--- src/rtl/fpu_bist_ctrl.sv ---
`default_nettype none
// ============================================================================
// Module      : fpu_bist_ctrl
// Description : On-chip stimulus/check engine for the combinational bfloat16
//               fpu. Walks a synchronous-read vector ROM, presents each
//               operand pair to the fpu, registers the fpu result and compares
//               it bit-exactly against the golden value from the ROM.
//               Accumulates saturating mismatch/overflow counts, captures the
//               first mismatch and reports pass/fail when the run completes.
// Revision    : 1.0 - initial release
// ----------------------------------------------------------------------------
// Ports
//   clk, rst            clock / synchronous active-high reset
//   start_i, op_sel_i   run request and operation select (0001 ADD, else MUL)
//   vec_rd_o/addr_o     vector ROM read strobe and address
//   vec_a_i/b_i         ROM operands (valid the cycle after vec_rd_o)
//   add_gold_i/mul_*    ROM golden results (same timing)
//   fpu_op_o/in1/in2    stimulus to the fpu
//   fpu_out_i/ovf_i     fpu result and overflow flag
//   busy_o/done_o/pass_o run status
//   err_cnt_o/ovf_cnt_o saturating statistics for the current run
//   first_err_*         index and fpu result of the first mismatching vector
// ============================================================================
module fpu_bist_ctrl #(
  parameter int NUM_VEC = 10,
  parameter int ADDR_W  = 4,
  parameter int ERR_W   = 16
) (
  input  logic              clk,
  input  logic              rst,
  input  logic              start_i,
  input  logic [3:0]        op_sel_i,
  output logic              vec_rd_o,
  output logic [ADDR_W-1:0] vec_addr_o,
  input  logic [15:0]       vec_a_i,
  input  logic [15:0]       vec_b_i,
  input  logic [15:0]       add_gold_i,
  input  logic [15:0]       mul_gold_i,
  output logic [3:0]        fpu_op_o,
  output logic [15:0]       fpu_in1_o,
  output logic [15:0]       fpu_in2_o,
  input  logic [15:0]       fpu_out_i,
  input  logic              fpu_overflow_i,
  output logic              busy_o,
  output logic              done_o,
  output logic              pass_o,
  output logic [ERR_W-1:0]  err_cnt_o,
  output logic [ERR_W-1:0]  ovf_cnt_o,
  output logic              first_err_vld_o,
  output logic [ADDR_W-1:0] first_err_idx_o,
  output logic [15:0]       first_err_out_o
);

  localparam logic [3:0]        c_OP_ADD   = 4'b0001;
  localparam logic [3:0]        c_OP_MUL   = 4'b0100;
  localparam logic [ADDR_W-1:0] c_LAST_IDX = ADDR_W'(NUM_VEC - 1);
  localparam logic [ERR_W-1:0]  c_CNT_MAX  = '1;

  typedef enum logic [2:0] {
    S_IDLE    = 3'd0,
    S_FETCH   = 3'd1,
    S_CAPTURE = 3'd2,
    S_DRIVE   = 3'd3,
    S_CHECK   = 3'd4,
    S_DONE    = 3'd5
  } state_t;

  state_t            r_state;
  logic              r_op_add;     // latched operation for the whole run
  logic [ADDR_W-1:0] r_idx;
  logic [15:0]       r_gold;
  logic [15:0]       r_fpu_out;
  logic              r_fpu_ovf;

  logic              r_vec_rd;
  logic [ADDR_W-1:0] r_vec_addr;
  logic [3:0]        r_fpu_op;
  logic [15:0]       r_fpu_in1;
  logic [15:0]       r_fpu_in2;
  logic              r_busy;
  logic              r_done;
  logic              r_pass;
  logic [ERR_W-1:0]  r_err_cnt;
  logic [ERR_W-1:0]  r_ovf_cnt;
  logic              r_first_vld;
  logic [ADDR_W-1:0] r_first_idx;
  logic [15:0]       r_first_out;

  logic              w_mismatch;
  logic              w_last;
  logic              w_is_add;
  logic [ERR_W-1:0]  w_err_next;
  logic [ERR_W-1:0]  w_ovf_next;

  // Exact 16-bit compare: no NaN or signed-zero equivalence.
  assign w_mismatch = (r_fpu_out != r_gold);
  assign w_last     = (r_idx == c_LAST_IDX);
  assign w_is_add   = (op_sel_i == c_OP_ADD);

  // Saturating increments: the counters stick at all-ones.
  assign w_err_next = (w_mismatch && (r_err_cnt != c_CNT_MAX)) ? r_err_cnt + 1'b1 : r_err_cnt;
  assign w_ovf_next = (r_fpu_ovf && (r_ovf_cnt != c_CNT_MAX)) ? r_ovf_cnt + 1'b1 : r_ovf_cnt;

  always_ff @(posedge clk) begin
    if (rst) begin
      r_state     <= S_IDLE;
      r_op_add    <= 1'b0;
      r_idx       <= '0;
      r_gold      <= '0;
      r_fpu_out   <= '0;
      r_fpu_ovf   <= 1'b0;
      r_vec_rd    <= 1'b0;
      r_vec_addr  <= '0;
      r_fpu_op    <= 4'b0000;
      r_fpu_in1   <= '0;
      r_fpu_in2   <= '0;
      r_busy      <= 1'b0;
      r_done      <= 1'b0;
      r_pass      <= 1'b0;
      r_err_cnt   <= '0;
      r_ovf_cnt   <= '0;
      r_first_vld <= 1'b0;
      r_first_idx <= '0;
      r_first_out <= '0;
    end else begin
      case (r_state)
        S_IDLE, S_DONE: begin
          if (start_i) begin
            r_op_add    <= w_is_add;
            r_fpu_op    <= w_is_add ? c_OP_ADD : c_OP_MUL;
            r_idx       <= '0;
            r_vec_rd    <= 1'b1;
            r_vec_addr  <= '0;
            r_busy      <= 1'b1;
            r_done      <= 1'b0;
            r_pass      <= 1'b0;
            r_err_cnt   <= '0;
            r_ovf_cnt   <= '0;
            r_first_vld <= 1'b0;
            r_first_idx <= '0;
            r_first_out <= '0;
            r_state     <= S_FETCH;
          end
        end

        // Read strobe was raised on entry; drop it so it lasts one cycle.
        S_FETCH: begin
          r_vec_rd <= 1'b0;
          r_state  <= S_CAPTURE;
        end

        // ROM data is valid now; operands go straight into the fpu drivers
        // so they are stable for the rest of this vector.
        S_CAPTURE: begin
          r_fpu_in1 <= vec_a_i;
          r_fpu_in2 <= vec_b_i;
          r_gold    <= r_op_add ? add_gold_i : mul_gold_i;
          r_state   <= S_DRIVE;
        end

        S_DRIVE: begin
          r_fpu_out <= fpu_out_i;
          r_fpu_ovf <= fpu_overflow_i;
          r_state   <= S_CHECK;
        end

        S_CHECK: begin
          r_err_cnt <= w_err_next;
          r_ovf_cnt <= w_ovf_next;
          if (w_mismatch && !r_first_vld) begin
            r_first_vld <= 1'b1;
            r_first_idx <= r_idx;
            r_first_out <= r_fpu_out;
          end
          if (w_last) begin
            r_busy  <= 1'b0;
            r_done  <= 1'b1;
            r_pass  <= (w_err_next == '0);
            r_state <= S_DONE;
          end else begin
            r_idx      <= r_idx + 1'b1;
            r_vec_rd   <= 1'b1;
            r_vec_addr <= r_idx + 1'b1;
            r_state    <= S_FETCH;
          end
        end

        default: begin
          r_state <= S_IDLE;
        end
      endcase
    end
  end

  assign vec_rd_o        = r_vec_rd;
  assign vec_addr_o      = r_vec_addr;
  assign fpu_op_o        = r_fpu_op;
  assign fpu_in1_o       = r_fpu_in1;
  assign fpu_in2_o       = r_fpu_in2;
  assign busy_o          = r_busy;
  assign done_o          = r_done;
  assign pass_o          = r_pass;
  assign err_cnt_o       = r_err_cnt;
  assign ovf_cnt_o       = r_ovf_cnt;
  assign first_err_vld_o = r_first_vld;
  assign first_err_idx_o = r_first_idx;
  assign first_err_out_o = r_first_out;

endmodule
`default_nettype wire

--- config.mk ---
export PLATFORM = sky130hd
export DESIGN_NAME = fpu_bist_ctrl
export DESIGN_NICKNAME = d
export VERILOG_FILES = /design/src/rtl/fpu_bist_ctrl.sv
export SDC_FILE = /design/constraint.sdc
export NUM_CORES = 1
export LEC_CHECK = 0
export CELL_PAD_IN_SITES_DETAIL_PLACEMENT = 0
export CELL_PAD_IN_SITES_GLOBAL_PLACEMENT = 1
export CORE_ASPECT_RATIO = 1.2
export CORE_UTILIZATION = 35
export CTS_BUF_LIST = sky130_fd_sc_hd__clkbuf_4 sky130_fd_sc_hd__clkbuf_8
export DETAILED_ROUTE_END_ITERATION = 8
export PLACE_DENSITY_LB_ADDON = 0.1
export SLEW_MARGIN = 10
export SYNTH_ARGS = -nofsm -noshare
export SYNTH_HDL_FRONTEND = slang
export SYNTH_SLANG_ARGS = --single-unit
--- constraint.sdc ---
create_clock -name clk -period 2.81 [get_ports clk]
set_clock_uncertainty 0.1 [all_clocks]
set_input_delay 0.281 -clock clk [delete_from_list [all_inputs] [get_ports clk]]
set_output_delay 0.281 -clock clk [all_outputs]
set_load 0.02 [all_outputs]
==> impl_results.md <==
- Status: finished, final reports clean
- Synth Instances: 721
- CTS buffer count: 17
- PwrDens: 532 nW/um2
- Post-synth EDFFs: 0
- Hold WS: 204 ps
- Crit path max fanout: 10
- GRT Total Usage: 19.4%
- Max IR drop VDD: 0.293 mV
- Sequential share of power: 45.3%
- Die ar.: 17400 um2
- P_sw: 1.28 mW
- Clk buf depth: 2
- Crit path kind: reg -> reg
- Initial Utilization: 36.0%
- Setup crit start kind: flop
- Reg2reg setup slack: 240 ps
- Die Ht: 144 um
- Switching Share: 29.1%
- Number of synthesized register bits: 131
- Setup Viol. Count Final: 0
- Slew headroom: 56.8%
- Die width: 121 um
- Leak pwr: 2.74 nW
- CP Capture Type: flop
- Vias in the first global route: 5403
- GRT overflow: 0
- Initial DRC Count: 328
- Clk sink count: 131
- R2R cell count: 8
- Average size of a mapped cell: 8.20 um2
- Num ports: 185
- R2R Path End: pass_o
- Commonest cells after routing, fill and taps aside: clkdlybuf4s50_1, nand2_1, dfxtp_1
- Commonest non-fill, non-tap cell in the layout: clkdlybuf4s50_1
- DP HPWL: 12100 um
- Cts hold-fix bufs: 0
- H-tree levels: 4
- Post-synth cell types: 66
- CP Data Required Time: 3100 ps
- Logic pwr share: 17.1%
- Critical R2R Launch: err_cnt_o[1]
- Std-Cell Rows: 51
- Drc violations: 0
- Sequential area share after synthesis: 44.4%
- Post-route ant nets: 0
- DRT Pass-1 Iters: 4
- Fmax: 389 MHz
- Hold Crit Endpoint: err_cnt_o[11]
- Drt wl/cell: 15.1 um
- RSZ-0062 raised after global routing: false
- Hold Path Depth: 2
- Max Slew Vio Count: 0
- Final clock period utilization by the worst path: 91.4%
- Cell-internal power: 3.13 mW
- Core Box Area: 16400 um2
- Mapped Area: 5910 um2
- Tightest Hold Check Type: in -> reg
- Port bufs: 182
- Post-layout min period: 2570 ps
- GP Congestion: 0.843
- Vias per cell: 5.04
- Largest net degree at the start of global routing: 65
- Actual slew at the worst max-slew pin: 642 ps
- Final WL: 16800 um
- Clock power frac: 37.5%
- CTS root buf: clkbuf_8
- Primary FF master, synth: dfxtp_1
- Async SR Flop Fraction: 0%
- First-pass GRT wire length: 26400 um
- Post-CTS Setup Bufs: 0
- Hold Crit Start: rst
- Hold Fails Final Rpt: 0
- Via count: 5586
- CTS tree: built
- Critical path arrival: 2860 ps
- Max_cap viols: 0
- Nets: 975
- Clock-pin slew on the worst setup and hold paths: 80 ps
- Fin Setup TNS: 0 ps
- Layout area overhead: 40.3%
- Fill cell count: 1579
- Ant diodes: 0
- Layout cells sized above 1: 8.26%
- YS warnings: 0
- Antenna violations before repair: 0
- Clock latency on the worst-skew pair: 450 ps
[power groups by stage]
stage               registers, mW  logic (mW)  clock network (mW)
finish                       2.00       0.756                1.66
global route                 2.01       0.829                1.77
CTS                          2.00       0.761                1.70
detailed placement           2.04       0.758                   0
global placement             2.04       0.751                   0
floorplan                    2.07       0.417                   0
[state kept, by name, summed over array words and instances (netlist names)]
name,flops
fpu_op_o,2
pass_o,1
ovf_cnt_o,16
vec_rd_o,1
err_cnt_o,16
vec_addr_o,4
busy_o,1
fpu_in2_o,16
r_state,3
r_gold,16
r_fpu_out,16
first_err_idx_o,4
done_o,1
first_err_vld_o,1
first_err_out_o,16
fpu_in1_o,16
r_fpu_ovf,1
[metal layers]
metal  vias to the layer above  GRT usage [%]  wire, um
li1                       2799              -         -
met1                      2602           21.7      6970
met2                       162           35.3      8680
met3                        23           5.05       844
met4                         0           6.95       285
met5                         -              0         0
[cells by family (layout without fill, tap and decap cells)]
family | after synthesis | after routing | synth area share, %
and+or+nand+nor | 311 | 311 | 24.5
xor gates and xnor gates | 40 | 40 | 5.93
other | 1 | 2 | 0.0635
adders and majority gates | 4 | 4 | 0.847
DFF | 131 | 131 | 44.4
muxes | 20 | 20 | 3.49
buffers and inverters | 65 | 239 | 5.17
AOI/OAI and AO/OA | 149 | 149 | 15.6
[worst max path at each step]
stage                            start  endpoint  cells after the start
after floorplan           err_cnt_o[0]    pass_o                      8
after global placement    err_cnt_o[0]    pass_o                      8
after detailed placement  err_cnt_o[0]    pass_o                      8
after CTS                 err_cnt_o[0]    pass_o                      8
after global routing      err_cnt_o[1]    pass_o                      8
final                     err_cnt_o[1]    pass_o                      8
[worst max-delay path, stage by stage, from the launching register on]
cell	delay, ps
dfxtp_1	400
ha_2	260
and3_2	250
nand4_2	190
nor2_4	270
nor3_2	90
mux2_4	300
a2111oi_1	430
a2bb2o_1	210
[area by class of cell]
cell class	instances	area (um2)	share of cell area, %
Multi-Input combinational cell	526	3000	36.2
Sequential cell	131	2620	31.6
Timing Repair Buffer	199	1960	23.6
Tap cell	212	265	3.20
Clock buffer	19	262	3.15
Clock inverter	13	151	1.83
Inverter	8	30.0	0.362
[synth_stat cells, drive strengths merged (2+ instances only)]
master	count	area [um2]
inv	7	26.3
buf	18	128
a311oi	3	26.3
nand4	11	75.1
nor2	68	265
nor4	6	58.8
and3	8	56.3
and2	3	18.8
a21oi	93	469
o21a	2	15.0
or3	5	32.5
xnor2	23	201
xor2	17	149
nor4b	3	32.5
ha	4	50.1
mux2i	18	180
mux2	2	26.3
dfxtp	131	2620
nor3	13	80.1
and4	3	26.3
nand2b	4	25.0
nand3	38	190
o31a	2	18.8
a211oi	19	143
clkbuf	39	148
nand2	142	533
o21ai	13	65.1
a41oi	3	26.3
nor3b	2	15.0
a2111oi	3	51.3
[through the flow]
step | worst slack, ps | cells | cell area (um2) | total power [mW] | utilization [%]
4_1_cts | 120 | 1108 | 8290 | 4.46 | 50.5
3_3_place_gp | 294 | 1076 | 7870 | 2.79 | 48.0
6_report | 240 | 1108 | 8290 | 4.41 | 50.6
2_1_floorplan | 414 | 722 | 5910 | 2.49 | -
5_1_grt | 81.0 | 1108 | 8290 | 4.61 | 50.6
3_5_place_dp | 134 | 1076 | 7870 | 2.80 | 48.0
[timing repair]
| action | 4_1_cts | 5_1_grt |
|---|---|---|
| endpoints found under the setup margin | 0 | 1 |
| resized for setup | 0 | 3 |
| hold endpoints to repair | 0 | 0 |
Power figures use the tool's default switching activity.
